**config.mk**
```make
export PLATFORM = sky130hd
export DESIGN_NAME = axil_master_bridge
export DESIGN_NICKNAME = d
export VERILOG_FILES = /design/src/rtl/axil_pkg.sv /design/src/rtl/axil_master_bridge.sv
export SDC_FILE = /design/constraint.sdc
export NUM_CORES = 1
export LEC_CHECK = 0
export CORE_MARGIN = 2
export CORE_UTILIZATION = 37
export CTS_BUF_LIST = sky130_fd_sc_hd__clkbuf_8
export CTS_CLUSTER_SIZE = 12
export DETAILED_ROUTE_END_ITERATION = 10
export GPL_TIMING_DRIVEN = 0
export HOLD_SLACK_MARGIN = 0.08
export PLACE_DENSITY = 0.78
export SYNTH_ARGS = -nofsm -noshare
export SYNTH_HDL_FRONTEND = slang
export SYNTH_SLANG_ARGS = --single-unit
```
**constraint.sdc**
```tcl
create_clock -name clk -period 1.67 [get_ports clk]
set_clock_uncertainty 0.15 [all_clocks]
set_input_delay 0.334 -clock clk [delete_from_list [all_inputs] [get_ports clk]]
set_output_delay 0.334 -clock clk [all_outputs]
set_load 0.02 [all_outputs]
```
**src/rtl/axil_pkg.sv**
```systemverilog
// Shared cbus AXI-Lite definitions: response codes and the
// master bridge FSM state type.
package axil_pkg;

  localparam logic [1:0] RESP_OKAY   = 2'b00;
  localparam logic [1:0] RESP_EXOKAY = 2'b01;
  localparam logic [1:0] RESP_SLVERR = 2'b10;
  localparam logic [1:0] RESP_DECERR = 2'b11;

  typedef enum logic [2:0] {
    IDLE,
    WR,
    WRESP,
    RD_ADDR,
    RD_DATA,
    RESP
  } axil_mst_state_t;

endpackage

```
**src/rtl/axil_master_bridge.sv**
```systemverilog
// Single-beat valid/ready request port to AXI-Lite master, one
// transaction in flight. Ports: req_* in, resp_* out, cbus_* AXI-Lite.
module axil_master_bridge
  import axil_pkg::*;
#(
  parameter int ADDR_WIDTH = 2,
  parameter int DATA_WIDTH = 32
) (
  input  logic                    clk,
  input  logic                    rstn,
  input  logic                    req_valid,
  output logic                    req_ready,
  input  logic                    req_we,
  input  logic [ADDR_WIDTH-1:0]   req_addr,
  input  logic [DATA_WIDTH-1:0]   req_wdata,
  input  logic [DATA_WIDTH/8-1:0] req_wstrb,
  output logic                    resp_valid,
  input  logic                    resp_ready,
  output logic                    resp_we,
  output logic [DATA_WIDTH-1:0]   resp_rdata,
  output logic [1:0]              resp_code,
  output logic [ADDR_WIDTH-1:0]   cbus_awaddr,
  output logic                    cbus_awvalid,
  input  logic                    cbus_awready,
  output logic [DATA_WIDTH-1:0]   cbus_wdata,
  output logic [DATA_WIDTH/8-1:0] cbus_wstrb,
  output logic                    cbus_wvalid,
  input  logic                    cbus_wready,
  input  logic [1:0]              cbus_bresp,
  input  logic                    cbus_bvalid,
  output logic                    cbus_bready,
  output logic [ADDR_WIDTH-1:0]   cbus_araddr,
  output logic                    cbus_arvalid,
  input  logic                    cbus_arready,
  input  logic [DATA_WIDTH-1:0]   cbus_rdata,
  input  logic [1:0]              cbus_rresp,
  input  logic                    cbus_rvalid,
  output logic                    cbus_rready
);

  localparam int SW = DATA_WIDTH / 8;

  axil_mst_state_t state_q, state_d;

  logic                  awvalid_q, awvalid_d;
  logic                  wvalid_q, wvalid_d;
  logic                  arvalid_q, arvalid_d;
  logic                  bready_q, bready_d;
  logic                  rready_q, rready_d;
  logic                  rvalid_q, rvalid_d;
  logic                  rwe_q, rwe_d;
  logic [DATA_WIDTH-1:0] rdata_q, rdata_d;
  logic [1:0]            code_q, code_d;
  logic [ADDR_WIDTH-1:0] addr_q, addr_d;
  logic [DATA_WIDTH-1:0] wdata_q, wdata_d;
  logic [SW-1:0]         wstrb_q, wstrb_d;
  logic                  aw_done_q, aw_done_d;
  logic                  w_done_q, w_done_d;

  logic aw_hs, w_hs, aw_fin, w_fin;

  assign aw_hs  = awvalid_q && cbus_awready;
  assign w_hs   = wvalid_q && cbus_wready;
  // A channel is finished if it completed earlier or completes now.
  assign aw_fin = aw_done_q || aw_hs;
  assign w_fin  = w_done_q || w_hs;

  assign req_ready    = (state_q == IDLE);
  assign resp_valid   = rvalid_q;
  assign resp_we      = rwe_q;
  assign resp_rdata   = rdata_q;
  assign resp_code    = code_q;
  assign cbus_awaddr  = addr_q;
  assign cbus_araddr  = addr_q;
  assign cbus_awvalid = awvalid_q;
  assign cbus_wdata   = wdata_q;
  assign cbus_wstrb   = wstrb_q;
  assign cbus_wvalid  = wvalid_q;
  assign cbus_arvalid = arvalid_q;
  assign cbus_bready  = bready_q;
  assign cbus_rready  = rready_q;

  always_comb begin
    state_d   = state_q;
    awvalid_d = awvalid_q;
    wvalid_d  = wvalid_q;
    arvalid_d = arvalid_q;
    bready_d  = bready_q;
    rready_d  = rready_q;
    rvalid_d  = rvalid_q;
    rwe_d     = rwe_q;
    rdata_d   = rdata_q;
    code_d    = code_q;
    addr_d    = addr_q;
    wdata_d   = wdata_q;
    wstrb_d   = wstrb_q;
    unique case (state_q)
      IDLE: begin
        if (req_valid) begin
          addr_d  = req_addr;
          wdata_d = req_wdata;
          wstrb_d = req_wstrb;
          if (req_we) begin
            awvalid_d = 1'b1;
            wvalid_d  = 1'b1;
            state_d   = WR;
          end else begin
            arvalid_d = 1'b1;
            state_d   = RD_ADDR;
          end
        end
      end
      WR: begin
        if (aw_hs) awvalid_d = 1'b0;
        if (w_hs) wvalid_d = 1'b0;
        if (aw_fin && w_fin) begin
          bready_d = 1'b1;
          state_d  = WRESP;
        end
      end
      WRESP: begin
        if (cbus_bvalid) begin
          bready_d = 1'b0;
          rvalid_d = 1'b1;
          rwe_d    = 1'b1;
          rdata_d  = '0;
          code_d   = cbus_bresp;
          state_d  = RESP;
        end
      end
      RD_ADDR: begin
        if (cbus_arready) begin
          arvalid_d = 1'b0;
          rready_d  = 1'b1;
          state_d   = RD_DATA;
        end
      end
      RD_DATA: begin
        if (cbus_rvalid) begin
          rready_d = 1'b0;
          rvalid_d = 1'b1;
          rwe_d    = 1'b0;
          rdata_d  = cbus_rdata;
          code_d   = cbus_rresp;
          state_d  = RESP;
        end
      end
      RESP: begin
        if (resp_ready) begin
          rvalid_d = 1'b0;
          state_d  = IDLE;
        end
      end
      default: state_d = IDLE;
    endcase
  end

  always_ff @(posedge clk or negedge rstn) begin
    if (!rstn) begin
      state_q   <= IDLE;
      awvalid_q <= 1'b0;
      wvalid_q  <= 1'b0;
      arvalid_q <= 1'b0;
      bready_q  <= 1'b0;
      rready_q  <= 1'b0;
      rvalid_q  <= 1'b0;
      rwe_q     <= 1'b0;
      rdata_q   <= '0;
      code_q    <= RESP_OKAY;
      addr_q    <= '0;
      wdata_q   <= '0;
      wstrb_q   <= '0;
    end else begin
      state_q   <= state_d;
      awvalid_q <= awvalid_d;
      wvalid_q  <= wvalid_d;
      arvalid_q <= arvalid_d;
      bready_q  <= bready_d;
      rready_q  <= rready_d;
      rvalid_q  <= rvalid_d;
      rwe_q     <= rwe_d;
      rdata_q   <= rdata_d;
      code_q    <= code_d;
      addr_q    <= addr_d;
      wdata_q   <= wdata_d;
      wstrb_q   <= wstrb_d;
    end
  end

  // Per-channel completion for the write address/data pair;
  // cleared while idle so each write starts fresh.
  always_comb begin
    aw_done_d = aw_done_q;
    w_done_d  = w_done_q;
    if (state_q == IDLE) begin
      aw_done_d = 1'b0;
      w_done_d  = 1'b0;
    end else if (state_q == WR) begin
      if (aw_hs) aw_done_d = 1'b1;
      if (w_hs) w_done_d = 1'b1;
    end
  end

  always_ff @(posedge clk or negedge rstn) begin
    if (!rstn) begin
      aw_done_q <= 1'b0;
      w_done_q  <= 1'b0;
    end else begin
      aw_done_q <= aw_done_d;
      w_done_q  <= w_done_d;
    end
  end

endmodule

```
==> results summary <==
The flow ran to the end, but the final reports show violations. The checks that failed: negative setup slack. The global-route total usage across every layer is 0.187. The first-pass GRT wire length came out at 14.6 mm. The post-synthesis register bit count came out at 84. The number of routed nets with antenna violations is 0.

The portion of the clock cycle consumed by the worst path in the final layout came out at 1.08. The count of TritonRoute iterations in the first routing pass came out at 4. The region available for standard cell placement spans 8760 µm². The compound-cell area share of the yosys netlist came out at 0.145.

The leakage power came out at 2.76 nW. The multiplexer fraction of the synthesized cell area came out at 0.137. The chip height is 99.1 µm.

A synthesized cell averages 14.1 µm². The worst setup path is of the register to register kind. The count of H-tree levels built during CTS is 3. The worst setup path is captured at a register. The final instance area is 5740 µm². The final standard cell count with taps included and fillers excluded is 556. The relative slew slack came out at 0.769.

The post-placement cell count is 511. The initial antenna violation count came out at 0. Registers take 2100 µm². The final global-route overflow total came out at 0. The via count of the first global-routing pass came out at 2907. The largest net degree at the start of global routing came out at 70. After clock tree synthesis, the clock-pin slew on the worst setup and hold paths is 100 ps. The instance count of the mapped netlist came out at 237. The total number of yosys warnings is 0. The number of top-level design ports is 166. The smallest hold slack came out at 236 ps. The library cells used most frequently in the layout, excluding fill and tap cells, are sky130_fd_sc_hd__dfrtp_1, sky130_fd_sc_hd__clkdlybuf4s50_1, sky130_fd_sc_hd__dlygate4sd2_1, sky130_fd_sc_hd__a22o_1.

Of the total synthesized cell area, the portion taken by full adders, half adders and majority gates is 0. The number of rows created at floorplan came out at 34. The filler cells instantiated in the layout total 708. Relative to the synthesized area, the layout overhead comes to 71.4%. The number of distinct library cells after synthesis is 36. The count of endpoints failing setup in the final report came out at 55. The remaining design rule violation count came out at 0. The detailed router finished its first iteration with 71 violations. The initial core utilization is 0.382. The die boundary width is 99.1 µm.

TritonCTS built the clock tree. The tree is rooted in a sky130_fd_sc_hd__clkbuf_8. The routed wire length came out at 9.33 mm. IR analysis of the VDD net gives a maximum drop of 0.000827 V.

The final worst setup slack came out at -133 ps. The count of maximum capacitance violations is 0. Setup repair after global routing could not meet its margin everywhere. At the pin with the least slew margin, the transition time is 346 ps. The minimum clock period after layout came out at 1800 ps. The share of final-layout standard cells stronger than drive strength 1 came out at 0.219. The multi-input combinational cell area came out at 1210 µm². Of the total synthesized cell area, the portion taken by XOR and XNOR cells is 0. The net total in the final layout is 527. The sequential fraction of the synthesis area is 0.628. The worst-case setup slack after placement is -477 ps. The routed via count is 2780. The number of buffers created by CTS came out at 9.

For the worst setup path, the data arrival time is 1890 ps. 0 antenna diodes ended up in the layout. The max-slew violation total from the final report is 0. The simple-gate area share of the yosys netlist came out at 0.0452. After synthesis, the largest family of logic cells by area is compound AO/OA/AOI/OAI gates. The hold violation count in the final report is 0. The post-detailed-route via-to-cell ratio is 5.00. The insertion delay of the later-clocked pin in the worst-skew pair came out at 350 ps. The power per unit of standard cell area is 1800 nW/µm².

The utilization after layout came out at 0.655. The cell area that synthesis handed to floorplanning was 3350 µm². The total clock sinks is 84. The net count after synthesis is 321. The die covers 9830 µm². STA classifies the critical path startpoint as a register. Along the worst path, the maximum fanout reaches 6. The placed instances occupy a cell area of 5180 µm². The HPWL reported at the end of detailed placement is 6.30 mm.

At the end of routability-driven placement, the weighted congestion stood at 0.814. The worst hold path belongs to the class input pin to async pin. Buffers placed on the I/O ports in this run total 165. The longest clock path from root to sink contains 2 buffers. The detailed-route wire length per cell is 16.8 µm. The critical path required time is 1760 ps. Based on the critical path, the design can be clocked at up to 0.555 GHz.
==> final timing paths <==
kind | depth (start not counted) | slack, ps | start | end
min | 2 | 240 | rstn | cbus_wdata[15]
max | 6 | -130 | state_q[1] | cbus_wdata[12]
min in group clk | 1 | 330 | cbus_wstrb[1] | cbus_wstrb[1]
max in group asynchronous | 3 | 500 | rstn | state_q[2]
min reg2reg | 1 | 330 | cbus_wstrb[1] | cbus_wstrb[1]
max reg2reg | 6 | -130 | state_q[1] | cbus_wdata[12]
==> cell families after synthesis <==
group	count (synthesis)
flip-flops	84
buffers and inverters	23
AO/OA/AOI/OAI	62
AND/OR/NAND/NOR	27
multiplexers	41
==> stage by stage <==
step	setup TNS, ps	power (mW)
after floorplan	-4460	6.05
after detailed placement	-22960	8.46
after CTS	-4020	10.2
final	-3630	10.3
after global placement	-260730	8.32
after global routing	-7310	10.9
==> routing by layer <==
| metal | part of all wire | global-route usage |
|---|---|---|
| met1 | 0.40 | 0.237 |
| met2 | 0.52 | 0.320 |
| met3 | 0.066 | 0.0408 |
| met4 | 0.014 | 0.0643 |
| met5 | 0 | 0 |
==> cell usage after synthesis <==
library cell	number	share of area
sky130_fd_sc_hd__a2111oi_1	1	0.0030
sky130_fd_sc_hd__o22ai_1	1	0.0019
sky130_fd_sc_hd__mux2_2	1	0.0034
sky130_fd_sc_hd__and2b_1	1	0.0022
sky130_fd_sc_hd__clkbuf_1	1	0.0011
sky130_fd_sc_hd__or4_4	1	0.0034
sky130_fd_sc_hd__nor4_1	1	0.0019
sky130_fd_sc_hd__inv_1	5	0.0056
sky130_fd_sc_hd__nand2b_1	2	0.0037
sky130_fd_sc_hd__a21o_1	1	0.0022
sky130_fd_sc_hd__buf_2	6	0.0090
sky130_fd_sc_hd__a31oi_1	2	0.0037
sky130_fd_sc_hd__o211ai_1	1	0.0022
sky130_fd_sc_hd__buf_6	5	0.017
sky130_fd_sc_hd__nor2b_1	1	0.0019
sky130_fd_sc_hd__mux2i_1	2	0.0060
sky130_fd_sc_hd__mux2_1	38	0.13
sky130_fd_sc_hd__o21ai_1	5	0.0075
sky130_fd_sc_hd__nor3_1	1	0.0015
sky130_fd_sc_hd__dfrtp_1	84	0.63
sky130_fd_sc_hd__buf_4	5	0.011
sky130_fd_sc_hd__nor2_2	1	0.0019
sky130_fd_sc_hd__a211o_1	2	0.0052
sky130_fd_sc_hd__a22o_1	35	0.092
sky130_fd_sc_hd__nand3b_1	3	0.0067
sky130_fd_sc_hd__o31ai_1	1	0.0022
sky130_fd_sc_hd__nor3_2	1	0.0030
sky130_fd_sc_hd__nor3b_1	1	0.0022
sky130_fd_sc_hd__buf_1	1	0.0011
sky130_fd_sc_hd__nor2_1	5	0.0056
sky130_fd_sc_hd__a21oi_1	9	0.013
sky130_fd_sc_hd__nand2_1	7	0.0078
sky130_fd_sc_hd__o21ai_0	3	0.0045
sky130_fd_sc_hd__nand3_1	1	0.0015
sky130_fd_sc_hd__o221ai_4	1	0.0078
sky130_fd_sc_hd__and2_1	1	0.0019
==> worst max-delay path, stage by stage (launching register included) <==
cell                      delay, ps
sky130_fd_sc_hd__dfrtp_2        460
sky130_fd_sc_hd__nor3_4         220
sky130_fd_sc_hd__buf_4          130
sky130_fd_sc_hd__and2_4         200
sky130_fd_sc_hd__buf_8          120
sky130_fd_sc_hd__buf_6          110
sky130_fd_sc_hd__mux2_4         300
==> sequential cells by signal, summed over array words and instances (netlist names), 2 cells and up <==
signal / cells
state_q: 3
resp_code: 2
resp_rdata: 32
cbus_wstrb: 4
cbus_wdata: 32
cbus_araddr: 2
==> power breakdown <==
| part | switching, mW | total, mW | internal, mW |
|---|---|---|---|
| sequential | 0.504 | 3.43 | 2.92 |
| combinational | 2.59 | 5.24 | 2.65 |
| clock | 0.801 | 1.67 | 0.869 |
==> area by class of cell <==
type                       instances  area share
clock inverter                     7      0.0183
multi-input combinational        130       0.210
timing repair buffer             197       0.327
sequential                        84       0.367
inverter                           5     0.00327
tap                              108      0.0235
buffer                            16      0.0299
clock buffer                       9      0.0216
==> what timing repair did <==
item	4_1_cts	5_1_grt
gates resized for setup	128	25
setup endpoints to repair	153	83
buffers inserted	21	8
hold buffers	1	0
hold endpoints to repair	84	0
pin swaps	4	5
cloned	0	2
No activity file was read; power rests on OpenSTA's default activity.
